===== src/rtl/stopwatch_pkg.sv =====
// Shared types and constants for the MM:SS stopwatch core.
package stopwatch_pkg;

    typedef enum logic [1:0] {
        ST_PAUSED = 2'd0,
        ST_RUN    = 2'd1,
        ST_ADJUST = 2'd2
    } sw_state_t;

    typedef logic [3:0] bcd_t;

    localparam int SEC_MAX = 59;

endpackage


===== src/rtl/stopwatch_core_bcd_mod_counter.sv =====
// Two-digit BCD counter that wraps from MAX back to 00; carry flags an increment taken at MAX.
module bcd_mod_counter
    import stopwatch_pkg::*;
#(
    parameter int MAX = SEC_MAX
) (
    input  logic clk,
    input  logic rst_n,
    input  logic inc,
    input  logic clr,
    output bcd_t tens,
    output bcd_t ones,
    output logic carry
);

    localparam bcd_t MAX_T = 4'(MAX / 10);
    localparam bcd_t MAX_O = 4'(MAX % 10);

    logic at_max;

    assign at_max = (tens == MAX_T) && (ones == MAX_O);
    assign carry  = inc && at_max;

    // clr outranks inc so a same-cycle increment is dropped.
    always_ff @(posedge clk or negedge rst_n) begin
        if (!rst_n) begin
            tens <= '0;
            ones <= '0;
        end else if (clr) begin
            tens <= '0;
            ones <= '0;
        end else if (inc) begin
            if (at_max) begin
                tens <= '0;
                ones <= '0;
            end else if (ones == 4'd9) begin
                ones <= '0;
                tens <= tens + 4'd1;
            end else begin
                ones <= ones + 4'd1;
            end
        end
    end

endmodule


===== src/rtl/stopwatch_core.sv =====
// MM:SS stopwatch with run/pause, clear and per-field adjust.
// Optional STOPWATCH_BLINK_EN flashes the field being adjusted via the blank mask.
module stopwatch_core
    import stopwatch_pkg::*;
#(
    parameter int MAX_MIN = 59
) (
    input  logic       clk,
    input  logic       rst_n,
    input  logic       tick_1hz,
    input  logic       tick_2hz,
    input  logic       blink,
    input  logic       pause_pulse,
    input  logic       clear,
    input  logic       adj,
    input  logic       sel,
    output logic [3:0] min_tens,
    output logic [3:0] min_ones,
    output logic [3:0] sec_tens,
    output logic [3:0] sec_ones,
    output logic       running,
    output logic [3:0] blank
);

    logic tick1_prev, tick2_prev;
    logic tick1_q, tick2_q;
    logic pause_q, clear_q, adj_q, sel_q;

    sw_state_t state_q, state_n;
    logic      saved_run_q, saved_run_n;
    logic      in_adjust;

    logic sec_inc, min_inc, sec_carry;
    logic unused_min_carry;

    // Input stage: rising-edge detect on the tick levels plus one register on every control.
    always_ff @(posedge clk or negedge rst_n) begin
        if (!rst_n) begin
            tick1_prev <= 1'b0;
            tick2_prev <= 1'b0;
            tick1_q    <= 1'b0;
            tick2_q    <= 1'b0;
            pause_q    <= 1'b0;
            clear_q    <= 1'b0;
            adj_q      <= 1'b0;
            sel_q      <= 1'b0;
        end else begin
            tick1_prev <= tick_1hz;
            tick2_prev <= tick_2hz;
            tick1_q    <= tick_1hz & ~tick1_prev;
            tick2_q    <= tick_2hz & ~tick2_prev;
            pause_q    <= pause_pulse;
            clear_q    <= clear;
            adj_q      <= adj;
            sel_q      <= sel;
        end
    end

    always_ff @(posedge clk or negedge rst_n) begin
        if (!rst_n) begin
            state_q     <= ST_PAUSED;
            saved_run_q <= 1'b0;
        end else begin
            state_q     <= state_n;
            saved_run_q <= saved_run_n;
        end
    end

    always_comb begin
        state_n     = state_q;
        saved_run_n = saved_run_q;
        case (state_q)
            ST_PAUSED: begin
                if (adj_q) begin
                    state_n     = ST_ADJUST;
                    saved_run_n = 1'b0;
                end else if (pause_q) begin
                    state_n = ST_RUN;
                end
            end
            ST_RUN: begin
                if (adj_q) begin
                    state_n     = ST_ADJUST;
                    saved_run_n = 1'b1;
                end else if (pause_q) begin
                    state_n = ST_PAUSED;
                end
            end
            ST_ADJUST: begin
                // pause_pulse has no effect here; the saved flag picks the exit state.
                if (!adj_q) begin
                    state_n = saved_run_q ? ST_RUN : ST_PAUSED;
                end
            end
            default: state_n = ST_PAUSED;
        endcase
    end

    always_comb begin
        running   = (state_q == ST_RUN);
        in_adjust = (state_q == ST_ADJUST);
    end

    // The seconds carry only reaches minutes while running, never in adjust.
    assign sec_inc = (running && tick1_q) || (in_adjust && tick2_q && sel_q);
    assign min_inc = (running && sec_carry) || (in_adjust && tick2_q && !sel_q);

    bcd_mod_counter #(
        .MAX (SEC_MAX)
    ) u_sec (
        .clk   (clk),
        .rst_n (rst_n),
        .inc   (sec_inc),
        .clr   (clear_q),
        .tens  (sec_tens),
        .ones  (sec_ones),
        .carry (sec_carry)
    );

    bcd_mod_counter #(
        .MAX (MAX_MIN)
    ) u_min (
        .clk   (clk),
        .rst_n (rst_n),
        .inc   (min_inc),
        .clr   (clear_q),
        .tens  (min_tens),
        .ones  (min_ones),
        .carry (unused_min_carry)
    );

`ifdef STOPWATCH_BLINK_EN
    logic [3:0] blank_q;

    always_ff @(posedge clk or negedge rst_n) begin
        if (!rst_n) begin
            blank_q <= 4'b0000;
        end else if (in_adjust) begin
            blank_q <= sel ? {2'b00, blink, blink} : {blink, blink, 2'b00};
        end else begin
            blank_q <= 4'b0000;
        end
    end

    assign blank = blank_q;
`else
    logic unused_blink;

    assign unused_blink = blink;
    assign blank        = 4'b0000;
`endif

endmodule


===== config.mk =====
export PLATFORM = sky130hd
export DESIGN_NAME = stopwatch_core
export DESIGN_NICKNAME = d
export VERILOG_FILES = /design/src/rtl/stopwatch_pkg.sv /design/src/rtl/stopwatch_core_bcd_mod_counter.sv /design/src/rtl/stopwatch_core.sv
export SDC_FILE = /design/constraint.sdc
export NUM_CORES = 1
export LEC_CHECK = 0
export BUFFER_PORTS_ARGS = -buffer_cell sky130_fd_sc_hd__buf_2
export CORE_ASPECT_RATIO = 0.7
export CORE_UTILIZATION = 35
export DETAILED_ROUTE_END_ITERATION = 10
export GPL_TIMING_DRIVEN = 0
export PLACE_DENSITY = 0.62
export SKIP_CTS_REPAIR_TIMING = 1
export SYNTH_ARGS = -nofsm -noshare
export SYNTH_HDL_FRONTEND = slang
export SYNTH_SLANG_ARGS = --single-unit

===== constraint.sdc =====
create_clock -name clk -period 1.9 [get_ports clk]
set_clock_uncertainty 0.05 [all_clocks]
set_input_delay 0.19 -clock clk [delete_from_list [all_inputs] [get_ports clk]]
set_output_delay 0.19 -clock clk [all_outputs]
set_load 0.005 [all_outputs]

## Yosys cells after proc, flatten, opt, wreduce, memory -nomap -nowiden

Cells that the tools add are included.

| operators by class | value |
|---|---|
| muxes and demuxes | 26 |
| equality and inequality tests | 11 |
| add/sub/neg operators | 4 |
| bitwise gates (word level) | 4 |
| reduce and logical (&&, ||, !) cells | 21 |

Operator list:

| kind | count |
|---|---|
| two-way mux 4 bit | 16 |
| adder 4 x 1 -> 4 bit, second input constant | 4 |
| two-way mux 2 bit | 5 |
| equality test 4 x 3 -> 1 bit, second input constant | 2 |
| equality test 4 bit, second input constant | 2 |
| logical AND 1 bit | 8 |
| one-hot mux 2 bit (3 select lines) | 1 |
| AND reduction 3 bit | 2 |
| nonzero test 2 bit | 3 |
| nonzero test 3 bit | 2 |
| inequality test 2 bit, second input constant | 2 |
| AND reduction 2 bit | 2 |
| two-way mux 1 bit | 3 |
| inequality test 3 x 1 -> 1 bit, second input constant | 1 |
| inequality test 3 bit, second input constant | 1 |
| bitwise AND 1 bit | 2 |
| equality test 2 x 1 -> 1 bit, second input constant | 1 |
| equality test 2 bit, second input constant | 1 |
| logical NOT 2 bit | 1 |
| logical OR 1 bit | 2 |
| inequality test 2 x 1 -> 1 bit, second input constant | 1 |
| inverter 1 bit | 2 |
| one-hot mux 1 bit (2 select lines) | 1 |
| logical NOT 1 bit | 1 |

| storage, ports and cells | value |
|---|---|
| output and inout port bits | 21 |
| flip-flop bits (word level) | 27 |

## Depth between registers and ports, before layout

| logic depth | value |
|---|---|
| depth in word-level cells | 9 |
| gate-level depth with buffers | 8 |
| depth with buffers taken out | 6 |

## Modules after synthesis

From an unflattened synthesis, not the netlist that was laid out.

| unflattened totals | value |
|---|---|
| cells, all modules | 122 |
| area total of the unflattened synthesis | 1351.3 sq um |

Modules (own cells, without submodules):

| module | times used | seq. area each (sq um) | cells an instance | area an instance (sq um) |
|---|---|---|---|---|
| bcd_mod_counter | 2 | 200.2 | 46 | 470.5 |
| stopwatch_core | 1 | 275.3 | 30 | 410.4 |

## Least setup slack after synthesis

OpenSTA, ideal clock, no wires.

| timing path | value |
|---|---|
| path kind | reg2reg |
| start point | register u_sec.ones[1] |
| end point | register u_min.ones[3] |
| arrival time | 1.677 ns |
| stages on the path, launching flop included | 9 |
| setup slack | 0.070 ns |
| required time | 1.746 ns |
| path buffers | 2 |
| setup time | 0.104 ns |
| cells stage by stage | dfrtp_1 -> inv_1 -> ha_1 -> and3b_1 -> buf_4 -> a31oi_4 -> buf_6 -> or3_1 -> a221oi_1 |

| between the ends | value |
|---|---|
| longest elaborated chain between the ends | 6 |

RTL lines:

| what | line | source |
|---|---|---|
| start, declared | stopwatch_core_bcd_mod_counter.sv:12 | `output bcd_t ones,` |
| start signal, assigned | stopwatch_core_bcd_mod_counter.sv:40 | `ones <= ones + 4'd1;` |
| equality test 4 bit | stopwatch_core_bcd_mod_counter.sv:21 | `assign at_max = (tens == MAX_T) && (ones == MAX_O);` |
| logical AND 1 bit | stopwatch_core_bcd_mod_counter.sv:21 |  |
| logical AND 1 bit | stopwatch_core_bcd_mod_counter.sv:22 | `assign carry = inc && at_max;` |
| logical AND 1 bit | stopwatch_core.sv:106 | `assign min_inc = (running && sec_carry) \|\| (in_adjust && tick2_q && !sel_q);` |
| logical OR 1 bit | stopwatch_core.sv:106 |  |
| nonzero test 2 bit (no source line) | - |  |
| end signal, assigned | stopwatch_core_bcd_mod_counter.sv:40 |  |
| end, declared | stopwatch_core_bcd_mod_counter.sv:12 |  |

Every way passes these cells.
A chain may end at the register's enable or synchronous reset.

## Worst setup path in the final report

Same ends and word-level chain as after synthesis.

==> impl_results.html <==
<table>
<tr><th>Metric</th><th>Value</th></tr>
<tr><th colspan="2">Global route</th></tr>
<tr><td>Wire length of the first global-routing pass</td><td>4567 µm</td></tr>
<tr><td>Pin count of the biggest net entering global routing</td><td>28</td></tr>
<tr><td>Sum of overflow across all layers after global routing</td><td>0</td></tr>
<tr><td>Number of antenna violations at the first check in global routing</td><td>0</td></tr>
<tr><td>Via count of the first global-routing pass</td><td>1010</td></tr>
<tr><td>Total Routing Usage GR</td><td>around an eighth</td></tr>
<tr><th colspan="2">Routing</th></tr>
<tr><td>Remaining routing DRC violations</td><td>0</td></tr>
<tr><td>Pre-antenna DRT Iters</td><td>4</td></tr>
<tr><td>Met3 WL</td><td>124 µm</td></tr>
<tr><td>Count of routing violations after the opening detailed-route iteration</td><td>55</td></tr>
<tr><td>Via count</td><td>1183</td></tr>
<tr><td>Routed wire per std cell</td><td>12.69 µm</td></tr>
<tr><td>Via/cell ratio</td><td>between 5 and 6</td></tr>
<tr><td>Uppermost metal layer occupied by signal nets</td><td>met4</td></tr>
<tr><td>Total routed wire length on the met1 layer</td><td>1427 µm</td></tr>
<tr><td>Total wire length after detailed routing</td><td>2969 µm</td></tr>
<tr><td>Wire length on met2</td><td>between 1000 and 1500 µm</td></tr>
<tr><td>Count of antenna-violating nets left after detailed routing</td><td>0</td></tr>
<tr><th colspan="2">Floorplan</th></tr>
<tr><td>Die Ht</td><td>55.55 µm</td></tr>
<tr><td>Count of pins on the block boundary</td><td>30</td></tr>
<tr><td>Die Span X</td><td>just under 80 µm</td></tr>
<tr><td>Row count</td><td>19</td></tr>
<tr><td>Core box area</td><td>3923 µm²</td></tr>
<tr><td>Effective utilization at floorplan</td><td>36.56%</td></tr>
<tr><td>Die area</td><td>about 4400 µm²</td></tr>
<tr><th colspan="2">Clocking</th></tr>
<tr><td>TritonCTS sink count</td><td>27</td></tr>
<tr><td>Reg clk slew, reported paths</td><td>100 ps</td></tr>
<tr><td>TritonCTS buffer count</td><td>3</td></tr>
<tr><td>Clock root buffer master</td><td>sky130_fd_sc_hd__clkbuf_8</td></tr>
<tr><td>Insertion delay of the later-clocked pin in the worst-skew pair</td><td>approximately 280 ps</td></tr>
<tr><td>Number of H-tree levels</td><td>1</td></tr>
<tr><td>TritonCTS clock tree</td><td>done</td></tr>
<tr><td>Max clock buf depth</td><td>2</td></tr>
<tr><th colspan="2">Finish</th></tr>
<tr><td>Final Util</td><td>between 40% and 50%</td></tr>
<tr><td>Non-Filler Instances</td><td>approximately 230</td></tr>
<tr><td>N_diodes</td><td>0</td></tr>
<tr><td>Share of cells above drive strength 1</td><td>a little under a third</td></tr>
<tr><td>Layout Nets</td><td>200</td></tr>
<tr><td>Area Growth Syn to Fin</td><td>28.10%</td></tr>
<tr><th colspan="2">Worst setup path</th></tr>
<tr><td>CP Capture Type</td><td>flop</td></tr>
<tr><td>Crit path largest cell delay</td><td>~450 ps</td></tr>
<tr><td>Crit path max-delay cell type</td><td>sky130_fd_sc_hd__dfrtp_2</td></tr>
<tr><td>Required time of the worst setup path</td><td>about 2100 ps</td></tr>
<tr><td>Crit-path cells</td><td>inv_2 &gt; ha_4 &gt; and3b_1 &gt; buf_6 &gt; a31oi_4 &gt; buf_6 &gt; or3_4 &gt; a221oi_2</td></tr>
<tr><td>Startpoint class of the critical path</td><td>flop</td></tr>
<tr><td>Cell type with the highest occurrence count on the critical path</td><td>sky130_fd_sc_hd__buf_6</td></tr>
<tr><td>Worst R2R Setup Slack</td><td>approximately 26 ps</td></tr>
<tr><td>Data arrival time of the critical path</td><td>around 2000 ps</td></tr>
<tr><td>Worst setup path category</td><td>flop to flop</td></tr>
<tr><td>Critical-path maximum fanout</td><td>7</td></tr>
<tr><th colspan="2">Timing</th></tr>
<tr><td>Setup violation total in the final timing report</td><td>0</td></tr>
<tr><td>Number of endpoints with negative hold slack in the final report</td><td>0</td></tr>
<tr><td>Number of max-slew violations in the final report</td><td>0</td></tr>
<tr><td>Remaining max-slew budget at the tightest pin</td><td>59.46%</td></tr>
<tr><td>Setup TNS</td><td>0 ps</td></tr>
<tr><td>Maximum clock frequency</td><td>between 0.5 and 0.6 GHz</td></tr>
<tr><td>Transition time at the pin with the least slew margin</td><td>~610 ps</td></tr>
<tr><td>Time the worst path needs with I/O delays and setup</td><td>1874 ps</td></tr>
<tr><td>Portion of the clock cycle consumed by the worst path in the final layout</td><td>between 90% and 100%</td></tr>
<tr><td>Min Hold Slack</td><td>around 350 ps</td></tr>
<tr><td>Final WS setup</td><td>roughly 26 ps</td></tr>
<tr><th colspan="2">Synth</th></tr>
<tr><td>Synthesized area divided by synthesized cell count</td><td>~10 µm²</td></tr>
<tr><td>Post-synthesis register bit count</td><td>27</td></tr>
<tr><td>EDFF count, synth</td><td>0</td></tr>
<tr><td>Warnings, synthesis</td><td>0</td></tr>
<tr><td>Cell area after synthesis</td><td>between 1000 and 1500 µm²</td></tr>
<tr><td>Flip-flop cell with the highest count after synthesis</td><td>sky130_fd_sc_hd__dfrtp_1</td></tr>
<tr><td>Number of standard cells after synthesis</td><td>around 140</td></tr>
<tr><td>Sequential area share after synthesis</td><td>47.12%</td></tr>
<tr><td>Share of synthesized registers carrying an async set or reset</td><td>between 90% and 100%</td></tr>
<tr><td>Yosys cell types</td><td>40</td></tr>
<tr><th colspan="2">Status</th></tr>
<tr><td>Status</td><td>finished, final reports clean</td></tr>
<tr><th colspan="2">Placed design</th></tr>
<tr><td>Post-detail-place hpwl</td><td>between 2000 and 2500 µm</td></tr>
<tr><td>Number of port buffers</td><td>24</td></tr>
<tr><td>Worst slack at placement</td><td>-55.97 ps</td></tr>
<tr><td>Placed instance count</td><td>roughly 220</td></tr>
<tr><td>Global placement routability congestion</td><td>0.7603</td></tr>
<tr><th colspan="2">Flow run</th></tr>
<tr><td>Max-cap violations</td><td>0</td></tr>
<tr><th colspan="2">Min path</th></tr>
<tr><td>Worst hold path type</td><td>flop to flop</td></tr>
<tr><th colspan="2">Power and ir drop</th></tr>
<tr><td>Leakage Power</td><td>a little under 0.9 nW</td></tr>
<tr><td>Total power per unit cell area</td><td>approximately 570 nW/µm²</td></tr>
<tr><td>Max VDD drop</td><td>roughly 0.0003 V</td></tr>
</table>
-- per-stage QoR --
stage          cell area (µm²)  total power, mW
2_1_floorplan             1445           0.6632
3_3_place_gp              1630           0.6927
3_5_place_dp              1630           0.6982
4_1_cts                   1680            1.046
5_1_grt                   1837            1.099
6_report                  1837            1.052
-- layout by cell type, fill, tap and decap left out, types with 2 or more instances in the layout --
cell	n
sky130_fd_sc_hd__and3b_2	2
sky130_fd_sc_hd__o31ai_1	2
sky130_fd_sc_hd__nor2_1	13
sky130_fd_sc_hd__nand4b_1	2
sky130_fd_sc_hd__a211oi_1	3
sky130_fd_sc_hd__buf_4	9
sky130_fd_sc_hd__inv_1	7
sky130_fd_sc_hd__buf_2	24
sky130_fd_sc_hd__dfrtp_1	25
sky130_fd_sc_hd__nand3_1	3
sky130_fd_sc_hd__ha_1	7
sky130_fd_sc_hd__buf_6	3
sky130_fd_sc_hd__nand2_1	7
sky130_fd_sc_hd__conb_1	4
sky130_fd_sc_hd__mux2i_1	2
sky130_fd_sc_hd__o21ai_0	6
sky130_fd_sc_hd__nor2b_1	2
sky130_fd_sc_hd__or4_1	2
sky130_fd_sc_hd__a21o_1	4
sky130_fd_sc_hd__dfrtp_2	2
sky130_fd_sc_hd__mux2_2	2
sky130_fd_sc_hd__or3_1	2
sky130_fd_sc_hd__clkbuf_8	3
sky130_fd_sc_hd__nand3b_1	3
sky130_fd_sc_hd__dlygate4sd3_1	7
sky130_fd_sc_hd__a21oi_1	14
-- final cells by class --
type	instances	area (µm²)
multi-input cells	99	718.2
repair buffers	36	227.7
clock buffers	3	41.29
clock inverters	1	8.758
fillers	389	2086
plain buffers	8	67.56
well taps	52	65.06
inverters	8	30.03
flip-flops and latches	27	678.2
-- synth_stat cells, types with 2 or more instances --
cell	number	area share, %
sky130_fd_sc_hd__dfrtp_1	27	47
sky130_fd_sc_hd__a21oi_1	14	4.9
sky130_fd_sc_hd__nor2_1	13	3.4
sky130_fd_sc_hd__ha_1	8	7.0
sky130_fd_sc_hd__inv_1	8	2.1
sky130_fd_sc_hd__nand2_1	7	1.8
sky130_fd_sc_hd__o21ai_0	6	2.1
sky130_fd_sc_hd__buf_4	5	2.6
sky130_fd_sc_hd__a21o_1	4	2.1
sky130_fd_sc_hd__a211oi_1	3	1.6
sky130_fd_sc_hd__nand3_1	3	1.0
sky130_fd_sc_hd__nand3b_1	3	1.6
sky130_fd_sc_hd__or3_1	3	1.3
sky130_fd_sc_hd__and3b_2	2	1.4
sky130_fd_sc_hd__buf_6	2	1.6
sky130_fd_sc_hd__mux2_2	2	1.6
sky130_fd_sc_hd__mux2i_1	2	1.4
sky130_fd_sc_hd__nand4b_1	2	1.2
sky130_fd_sc_hd__nor2b_1	2	0.87
sky130_fd_sc_hd__o31ai_1	2	1.0
sky130_fd_sc_hd__or4_1	2	1.0
-- where the power goes --
group	internal (mW)	switching, mW	total [mW]
sequential	0.592	0.0169	0.609
clock	0.154	0.195	0.350
combinational	0.0480	0.0457	0.0937
-- sequential cells by signal, summed over array words and instances, names as in the netlist, 2 cells and up --
signal	flops
u_min.tens	4
u_sec.tens	4
u_sec.ones	4
u_min.ones	4
state_q	2
-- cells by family (layout without fill, tap and decap cells) --
| kind of cell | after synthesis | in the layout | share of synthesized area, % |
|---|---|---|---|
| AOI/OAI and AO/OA | 37 | 37 | 17.54 |
| muxes | 4 | 4 | 2.967 |
| other | 1 | 4 | 0.2615 |
| adders and majority gates | 8 | 8 | 6.981 |
| DFF | 27 | 27 | 47.12 |
| and+or+nand+nor | 46 | 46 | 18.59 |
| buffers and inverters | 16 | 56 | 6.545 |
-- layer usage --
metal | track usage [%] | up-vias
met2 | 20.37 | 30
li1 | - | 577
met3 | 3.802 | 4
met4 | 2.646 | 0
met5 | 0 | -
met1 | 18.68 | 572
-- critical path, delay by kind of cell (launching register included) --
family / cells / cell delay [ps]
simple gates: 2 / 510
flops: 1 / 450
buf+inv: 3 / 340
compound gates: 2 / 320
fa+ha+maj: 1 / 120
-- final timing paths --
path	start	end	depth (start not counted)
max	u_sec.ones[1]	u_min.ones[3]	8
min	tick2_prev	tick2_q	1
max reg2reg	u_sec.ones[1]	u_min.ones[3]	8
min reg2reg	tick2_prev	tick2_q	1
max in group asynchronous	rst_n	u_sec.ones[1]	2
min in group asynchronous	rst_n	u_sec.ones[2]	2
(Power assumes the default switching activity.)
